`src/rtl/gyro_spi_reader.sv`:
```
// rtl/gyro_spi_reader.sv - SPI mode-3 master that configures a gyro and periodically reads the X rate
// Output sample is sign/magnitude: bit15 = sign, [7:0] = saturated |raw| >> SHIFT.
module gyro_spi_reader #(
   parameter int         CLK_DIV       = 4,
   parameter int         SAMPLE_PERIOD = 10000,
   parameter logic [7:0] CTRL_REG1_VAL = 8'h0F,
   parameter int         SHIFT         = 2
) (
   input  logic        clk,
   input  logic        RST,
   output logic        spi_sclk,
   output logic        spi_cs_n,
   output logic        spi_mosi,
   input  logic        spi_miso,
   output logic [15:0] gyroData_x,
   output logic [15:0] raw_x,
   output logic        sample_valid,
   output logic        cfg_done,
   output logic        busy
);

   typedef enum logic [2:0] {S_IDLE, S_CFG, S_GAP, S_WAIT, S_RD, S_CONV} state_t;

   localparam logic [23:0] CFG_FRAME = {8'h20, CTRL_REG1_VAL, 8'h00};
   localparam logic [23:0] RD_FRAME  = 24'hE8_0000;
   localparam logic [15:0] DIV_MAX   = 16'(CLK_DIV - 1);
   localparam logic [15:0] GAP_MAX   = 16'(CLK_DIV - 1);
   localparam logic [31:0] PER_MAX   = 32'(SAMPLE_PERIOD - 1);

   state_t      state_q, state_d;
   logic        sclk_q, sclk_d, cs_n_q, cs_n_d, mosi_q, mosi_d;
   logic [23:0] tx_q, tx_d;
   logic [15:0] rx_q, rx_d;
   logic [15:0] div_q, div_d, gap_q, gap_d;
   logic        half_q, half_d;
   logic [4:0]  bit_q, bit_d;
   logic [31:0] per_q, per_d;
   logic        rd_seen_q, rd_seen_d;
   logic [15:0] gyro_q, gyro_d, raw_q, raw_d;
   logic        valid_q, valid_d, cfg_done_q, cfg_done_d;

   logic        start_cfg, start_rd;
   logic [23:0] frame_w;
   logic [4:0]  last_bit_w;
   logic [15:0] raw_w;
   logic [16:0] mag17_w, m_w;
   logic [7:0]  mag_w;

   // Byte 2 (X_L) arrives first, so it sits in the upper half of rx_q.
   assign raw_w   = {rx_q[7:0], rx_q[15:8]};
   assign mag17_w = raw_w[15] ? (~{raw_w[15], raw_w} + 17'd1) : {1'b0, raw_w};
   assign m_w     = mag17_w >> SHIFT;
   assign mag_w   = (|m_w[16:8]) ? 8'hFF : m_w[7:0];

   assign last_bit_w = (state_q == S_CFG) ? 5'd15 : 5'd23;
   assign frame_w    = start_cfg ? CFG_FRAME : RD_FRAME;

   always_comb begin
      state_d    = state_q;
      sclk_d     = sclk_q;
      cs_n_d     = cs_n_q;
      mosi_d     = mosi_q;
      tx_d       = tx_q;
      rx_d       = rx_q;
      div_d      = div_q;
      half_d     = half_q;
      bit_d      = bit_q;
      gap_d      = (gap_q < GAP_MAX) ? gap_q + 16'd1 : gap_q;
      per_d      = (per_q < PER_MAX) ? per_q + 32'd1 : per_q;
      rd_seen_d  = rd_seen_q;
      gyro_d     = gyro_q;
      raw_d      = raw_q;
      valid_d    = 1'b0;
      cfg_done_d = cfg_done_q;
      start_cfg  = 1'b0;
      start_rd   = 1'b0;

      case (state_q)
         S_IDLE: start_cfg = 1'b1;
         S_CFG, S_RD: begin
            if (div_q != DIV_MAX) begin
               div_d = div_q + 16'd1;
            end else begin
               div_d = 16'd0;
               if (!half_q) begin
                  half_d = 1'b1;
                  sclk_d = 1'b1;
                  rx_d   = {rx_q[14:0], spi_miso};
               end else if (bit_q == last_bit_w) begin
                  cs_n_d = 1'b1;
                  sclk_d = 1'b1;
                  mosi_d = 1'b0;
                  half_d = 1'b0;
                  bit_d  = 5'd0;
                  gap_d  = 16'd0;
                  if (state_q == S_CFG) begin
                     cfg_done_d = 1'b1;
                     state_d    = S_GAP;
                  end else begin
                     raw_d   = raw_w;
                     gyro_d  = {raw_w[15], 7'b0, mag_w};
                     valid_d = 1'b1;
                     state_d = S_CONV;
                  end
               end else begin
                  bit_d  = bit_q + 5'd1;
                  half_d = 1'b0;
                  sclk_d = 1'b0;
                  tx_d   = tx_q << 1;
                  mosi_d = tx_q[22];
               end
            end
         end
         S_CONV: state_d = S_GAP;
         S_GAP, S_WAIT: begin
            // The first read after configuration ignores the sample period.
            if (gap_q >= GAP_MAX && (per_q >= PER_MAX || !rd_seen_q))
               start_rd = 1'b1;
            else if (gap_q >= GAP_MAX)
               state_d = S_WAIT;
         end
         default: state_d = S_IDLE;
      endcase

      if (start_cfg || start_rd) begin
         state_d = start_cfg ? S_CFG : S_RD;
         tx_d    = frame_w;
         mosi_d  = frame_w[23];
         cs_n_d  = 1'b0;
         sclk_d  = 1'b0;
         div_d   = 16'd0;
         half_d  = 1'b0;
         bit_d   = 5'd0;
      end
      if (start_rd) begin
         per_d     = 32'd0;
         rd_seen_d = 1'b1;
      end
   end

   always_ff @(posedge clk) begin
      if (!RST) begin
         state_q    <= S_IDLE;
         sclk_q     <= 1'b1;
         cs_n_q     <= 1'b1;
         mosi_q     <= 1'b0;
         tx_q       <= 24'd0;
         rx_q       <= 16'd0;
         div_q      <= 16'd0;
         half_q     <= 1'b0;
         bit_q      <= 5'd0;
         gap_q      <= 16'd0;
         per_q      <= 32'd0;
         rd_seen_q  <= 1'b0;
         gyro_q     <= 16'd0;
         raw_q      <= 16'd0;
         valid_q    <= 1'b0;
         cfg_done_q <= 1'b0;
      end else begin
         state_q    <= state_d;
         sclk_q     <= sclk_d;
         cs_n_q     <= cs_n_d;
         mosi_q     <= mosi_d;
         tx_q       <= tx_d;
         rx_q       <= rx_d;
         div_q      <= div_d;
         half_q     <= half_d;
         bit_q      <= bit_d;
         gap_q      <= gap_d;
         per_q      <= per_d;
         rd_seen_q  <= rd_seen_d;
         gyro_q     <= gyro_d;
         raw_q      <= raw_d;
         valid_q    <= valid_d;
         cfg_done_q <= cfg_done_d;
      end
   end

   assign spi_sclk     = sclk_q;
   assign spi_cs_n     = cs_n_q;
   assign spi_mosi     = mosi_q;
   assign gyroData_x   = gyro_q;
   assign raw_x        = raw_q;
   assign sample_valid = valid_q;
   assign cfg_done     = cfg_done_q;
   assign busy         = ~cs_n_q;

endmodule

```
`config.mk`:
```
export PLATFORM = sky130hd
export DESIGN_NAME = gyro_spi_reader
export DESIGN_NICKNAME = d
export VERILOG_FILES = /design/src/rtl/gyro_spi_reader.sv
export SDC_FILE = /design/constraint.sdc
export NUM_CORES = 1
export LEC_CHECK = 0
export CORE_AREA = 2 2 107 109
export CTS_BUF_LIST = sky130_fd_sc_hd__clkbuf_8
export DETAILED_ROUTE_END_ITERATION = 16
export DIE_AREA = 0 0 109 111
export GPL_ROUTABILITY_DRIVEN = 1
export GPL_TIMING_DRIVEN = 0
export HOLD_SLACK_MARGIN = 0.15
export PLACE_DENSITY = 0.74
export SYNTH_ARGS = -nofsm -noshare
export SYNTH_HDL_FRONTEND = slang
export SYNTH_SLANG_ARGS = --single-unit
```
`constraint.sdc`:
```
create_clock -name clk -period 2.6 [get_ports clk]
set_clock_uncertainty 0.2 [all_clocks]
set_input_delay 0.39 -clock clk [delete_from_list [all_inputs] [get_ports clk]]
set_output_delay 0.39 -clock clk [all_outputs]
set_load 0.03 [all_outputs]
```
---- After elaboration in Yosys (flattened, before gate mapping) ----
Index checks and enable logic that the tools add are counted.
W data, S select, Z words.
storage, ports and cells
  register bits after elaboration ......... 143
  output and inout bits ................... 38
operators by class
  add/subtract/negate cells ............... 5
  $lt $le $gt $ge ......................... 4
  equal/unequal tests ..................... 15
  muxes and demuxes ....................... 45
  bitwise operators ....................... 8
  reduce and logical (&&, ||, !) cells .... 24
operator list
  operator                 count
  $mux W23                 5
  $mux W16                 6
  $add A16 B1 Y16 const B  2
  $add A32 B1 Y32 const B  1
  $ge A32 B14 Y1 const B   1
  $lt A32 B14 Y1 const B   1
  $mux W24                 1
  $mux W3                  8
  $mux W1                  20
  $add A17 B1 Y17 const B  1
  $mux W17                 1
  $not A17 Y17             1
  $ge A16 B2 Y1 const B    1
  $lt A16 B2 Y1 const B    1
  $ne A16 B2 Y1 const B    1
  $ne A3 B3 Y1 const B     5
  $pmux W3 S4              1
  $mux W5                  2
  $reduce_and A5 Y1        2
  $reduce_and A3 Y1        3
  $mux W8                  1
  $reduce_and A4 Y1        2
  $reduce_or A2 Y1         4
  $not A1 Y1               7
  16 further kinds         23

---- Longest topological paths before layout ----
Gate-level depths: netlist of run 1.
  depth after elaboration ................. 8
  mapped depth ............................ 8
  mapped depth without buffers ............ 6

---- Worst setup path after synthesis of run 1 ----
OpenSTA, ideal clock, no wires.
  path type ............................... register to register
  from .................................... register rx_q[11]
  to ...................................... register gyro_q[0] (netlist: gyroData_x[0])
  library setup time ...................... 129 ps
  arrival ................................. 2154 ps
  path slack .............................. 117 ps
  stages on the path, launching flop included .. 8
  path through ............................ dfxtp_1 > or4_1 > buf_2 > or4_4 > or3_1 > buf_2 > a21oi_1 > a21oi_1
between the ends
  longest elaborated chain between the ends .. 5
ends and longest elaborated chain
  item                      RTL line  source
  start: declaration        33        logic [15:0] rx_q, rx_d;
  start signal: assignment  165       rx_q <= rx_d;
  $not A17 Y17              51        assign mag17_w = raw_w[15] ? (~{raw_w[15], raw_w} + 17'd1) : {1'b0, raw_w};
  $add A17 B1 Y17           51
  $mux W17                  51
  $reduce_or A7 Y1          53        assign mag_w = (|m_w[16:8]) ? 8'hFF : m_w[7:0];
  $mux W8                   53
  end signal: assignment    172       gyro_q <= gyro_d;
  end: declaration          39        logic [15:0] gyro_q, gyro_d, raw_q, raw_d;
Every way passes these cells.
A chain may end at the register's enable or synchronous reset.

---- Final worst setup path of run 1 ----
  from .................................... register rx_q[8]
  to ...................................... register gyro_q[4] (netlist: gyroData_x[4])
between the ends
  longest elaborated chain between the ends .. 5
ends and longest elaborated chain
  item               RTL line
  $not A17 Y17 *     51
  $add A17 B1 Y17 *  51
  $mux W17 *         51
  $reduce_or A7 Y1   53
  $mux W8 *          53
Mark *: on every way between the ends. The rest lies on a longest branch, timed or not.

==> results.tsv, run 1 <==
stage	metric	value	unit
worst_setup_path	r2r-start	rx_q[8]$_SDFFE_PN0P_	
routing	wl_met1	5.72	mm
worst_setup_path	cp.required	2.72	ns
routing	final_antenna_net_count	0	
worst_setup_path	max_stage_delay	0.53	ns
worst_setup_path	cp_cell_sequence	or4_4 -> buf_6 -> or4_4 -> or3_1 -> buf_6 -> a21oi_2 -> a21oi_1	
routing	routed_wl	12.3	mm
cts	cts.clk_slew.worst_paths	0.08	ns
synthesis	synth-seq-area-share	47.6	%
power	cellLeakagePower	2.47	nW
placed_design	dp.cells	825	
sta	worstMarginPinSlew	0.831	ns
min_path	holdPathEnd	tx_q[16]$_SDFFE_PN0P_	
cts	cts-root-buf	clkbuf_8	
synthesis	ys_types	58	
routing	dr_wl_met2	5.81	mm
worst_setup_path	end_kind	flip-flop	
layout	fin_cells	864	
worst_setup_path	worstRegToRegCells	7	
placed_design	post-dp-hpwl	8.44	mm
synthesis	synth_area_leaders	dfxtp_1, a21oi_1, nand2_1	
worst_setup_path	slowest_stage	or4_4	
min_path	worstHoldPathType	reg2reg	
worst_setup_path	critical_path_arrival	2.68	ns
flow_run	drv_cap	0	
routing	first_pass_iters	5	
placed_design	numPortBuffers	33	
layout	layout.nets	715	
synthesis	yosysMostFrequentCell	dfxtp_1	
global_route	first_global_vias	4374	
global_route	grt_pass1_wl	20.4	mm
worst_setup_path	cpLargestDelayFamily	simple AND/OR/NAND/NOR gates	
sta	slew_violations	0	
floorplanning	initial_utilization	50.9	%
synthesis	yosys_warnings	0	
synthesis	synth_area	5640	sq um
layout	synthToLayoutAreaGrowth	19.2	%
synthesis	postSynthAreaPerCell	8.77	sq um
routing	drt_iter0_markers	298	
cts	clk_latency	0.43	ns
synthesis	ys_ff_latch	134	
floorplanning	core-area	11100	sq um
synthesis	synth_cells	643	
worst_setup_path	reg2reg_to	gyroData_x[4]$_SDFFE_PN0P_	
cts	numCtsBuffers	17	
cts	hold_buffers	0	
layout	drive_above_1_share	12.3	%
cts	cts_tree	done	
routing	wl_per_cell	14.2	um
synthesis	netlist_top_cells_count	dfxtp_1, nand2_1, nor2_1	
synthesis	yosysTopAreaCell	dfxtp_1	
cts	cts_buffer_depth	2	
global_route	antenna_found_initial	0	
floorplanning	dieArea	12100	sq um
global_route	gr-total-overflow	0	
floorplanning	io_pins	41	
sta	setup_viol	0	
routing	routed.top_layer	met4	
routing	drc_errors	0	
run_status	status	completed	
global_route	track_usage	21.1	%
sta	finalHoldViolCount	0	
worst_setup_path	rrSetupSlack	0.04	ns
routing	dr_wl_met3	662	um
placed_design	placed_cell_area	6170	sq um
routing	route.vias.total	4691	
worst_setup_path	cp_max_fo	8	
sta	fin_crit_sh	98.5	%
layout	antenna_cells	0	
synthesis	synth_top_area_share	47.6	%
sta	slew-limit-headroom	44.1	%
floorplanning	die_y	111	um
power	vdd_drop_max	0.000374	V
min_path	hp-start	tx_q[16]$_SDFFE_PN0P_	
worst_setup_path	path_class	reg2reg	
sta	period_needed	2.56	ns
worst_setup_path	startpoint_type	flip-flop	
floorplanning	die_x	109	um
synthesis	synthFlopType	dfxtp_1	
worst_setup_path	path_buf_inv	2	
min_path	hold_depth	2	
routing	vias_per_cell	5.43	
floorplanning	rows	39	
placed_design	gp_congestion	0.842	
cts	htreeDepth	4	
layout	post-route-cell-area	6720	sq um
synthesis	synth_edf_count	0	
power	powerDensity	659	nW/um^2
sta	fmax	390	MHz
synthesis	async_reset_ff_share	0	%
global_route	grt_max_degree	17	
sta	rsz0062_at_grt	true	
cts	clock_sinks	134	
-- how the worst max path moves through the flow --
stage	startpoint	to	depth (start not counted)
after global routing	per_q[24]$_SDFFE_PP0N_	tx_q[21]$_SDFFE_PN0P_	7
final	rx_q[8]$_SDFFE_PN0P_	gyroData_x[4]$_SDFFE_PN0P_	7
after global placement	per_q[0]$_SDFFE_PP0N_	div_q[2]$_SDFFE_PP0N_	7
after detailed placement	per_q[0]$_SDFFE_PP0N_	bit_q[2]$_SDFFE_PP0P_	7
after CTS	rx_q[11]$_SDFFE_PN0P_	gyroData_x[6]$_SDFFE_PN0P_	7
after floorplan	rx_q[11]$_SDFFE_PN0P_	gyroData_x[0]$_SDFFE_PN0P_	7
-- metrics by stage --
| step | setup TNS, ns | power [mW] | worst slack (ns) | utilization, % | hold WS, ns |
|---|---|---|---|---|---|
| floorplan | 0 | 2.69 | 0.117 | - | 0.229 |
| global placement | -11.37 | 2.84 | -0.336 | 55.7 | 0.241 |
| detailed placement | -13.45 | 2.86 | -0.346 | 55.7 | 0.245 |
| CTS | 0 | 4.42 | 0.00244 | 59.7 | 0.253 |
| global route | -0.593 | 4.63 | -0.0896 | 60.6 | 0.264 |
| finish | 0 | 4.43 | 0.0390 | 60.6 | 0.253 |
-- repair_timing --
action | in CTS | in global routing
gates resized for setup | 18 | 23
setup endpoints to repair | 93 | 115
buffers inserted | 5 | 8
gates cloned | 0 | 0
pin swaps | 3 | 7
-- layer usage --
| metal | global-route usage, % | vias to the layer above |
|---|---|---|
| met2 | 32.7 | 117 |
| met4 | 6.67 | 0 |
| met5 | 0 | - |
| met1 | 28.2 | 2205 |
| li1 | - | 2359 |
| met3 | 6.17 | 10 |
-- sequential cells by signal, indices dropped and copies added (netlist names) --
name and cells:
spi_sclk 1, state_q 3, rx_q 16, cfg_done 1
raw_x 16, half_q 1, per_q 32, gap_q 16
tx_q 15, div_q 16, bit_q 5, sample_valid 1
spi_cs_n 1, rd_seen_q 1, spi_mosi 1, gyroData_x 8
-- placed cells by master, fill, tap and decap left out, types with 6 or more instances in the layout --
cell,Yosys,final
conb_1,1,7
a31oi_1,8,8
inv_1,15,17
nand3_1,19,18
xor2_1,6,6
nor4_1,15,15
and3_1,26,26
nor2_1,59,59
and2_1,18,18
nand4_1,11,11
o21ai_0,20,20
nor3_1,9,9
or3_1,6,6
clkbuf_8,0,18
mux2i_1,24,24
nand2_1,70,70
dfxtp_1,134,133
buf_2,9,6
buf_4,9,22
xnor2_1,26,26
clkdlybuf4s50_1,0,33
clkbuf_1,29,18
a21oi_1,57,52
-- worst min-delay path: stages (launching register included) --
cell     delay [ns]
dfxtp_1        0.31
nand2_1        0.05
a21oi_1        0.05
-- logic make-up (layout without fill, tap and decap cells) --
kind of cell | after synthesis | after routing | synth area share (%)
compound gates | 119 | 119 | 12.6
xor+xnor | 32 | 32 | 4.97
fa+ha+maj | 4 | 4 | 0.888
buf+inv | 65 | 137 | 5.13
flops | 134 | 134 | 47.6
mux | 25 | 25 | 4.46
other cells | 1 | 7 | 0.0665
simple gates | 263 | 263 | 24.3
-- final cells by class --
| type | instances | area, sq um |
|---|---|---|
| buffer | 43 | 246 |
| fill | 970 | 4360 |
| clock buffer | 18 | 248 |
| sequential | 134 | 2690 |
| multi-input combinational | 450 | 2760 |
| tap | 143 | 179 |
| timing repair buffer | 46 | 428 |
| clock inverter | 14 | 111 |
| inverter | 16 | 60.1 |
-- where the power goes --
part / switching, mW / internal (mW)
combinational: 0.434 / 0.245
clock: 0.791 / 0.768
sequential: 0.0560 / 2.13
total: 1.28 / 3.15
(Power assumes the default switching activity.)
==> inputs of run 2 (changes only) <==
==> constraint.sdc (replaced) <==
create_clock -name clk -period 2.6 [get_ports clk]
set_clock_uncertainty 0.2 [all_clocks]
set_input_delay 0.26 -clock clk [delete_from_list [all_inputs] [get_ports clk]]
set_output_delay 0.26 -clock clk [all_outputs]
set_load 0.03 [all_outputs]
==> results of run 2 <==
The final DEF is identical to that of run 1; final timing and power are the same.
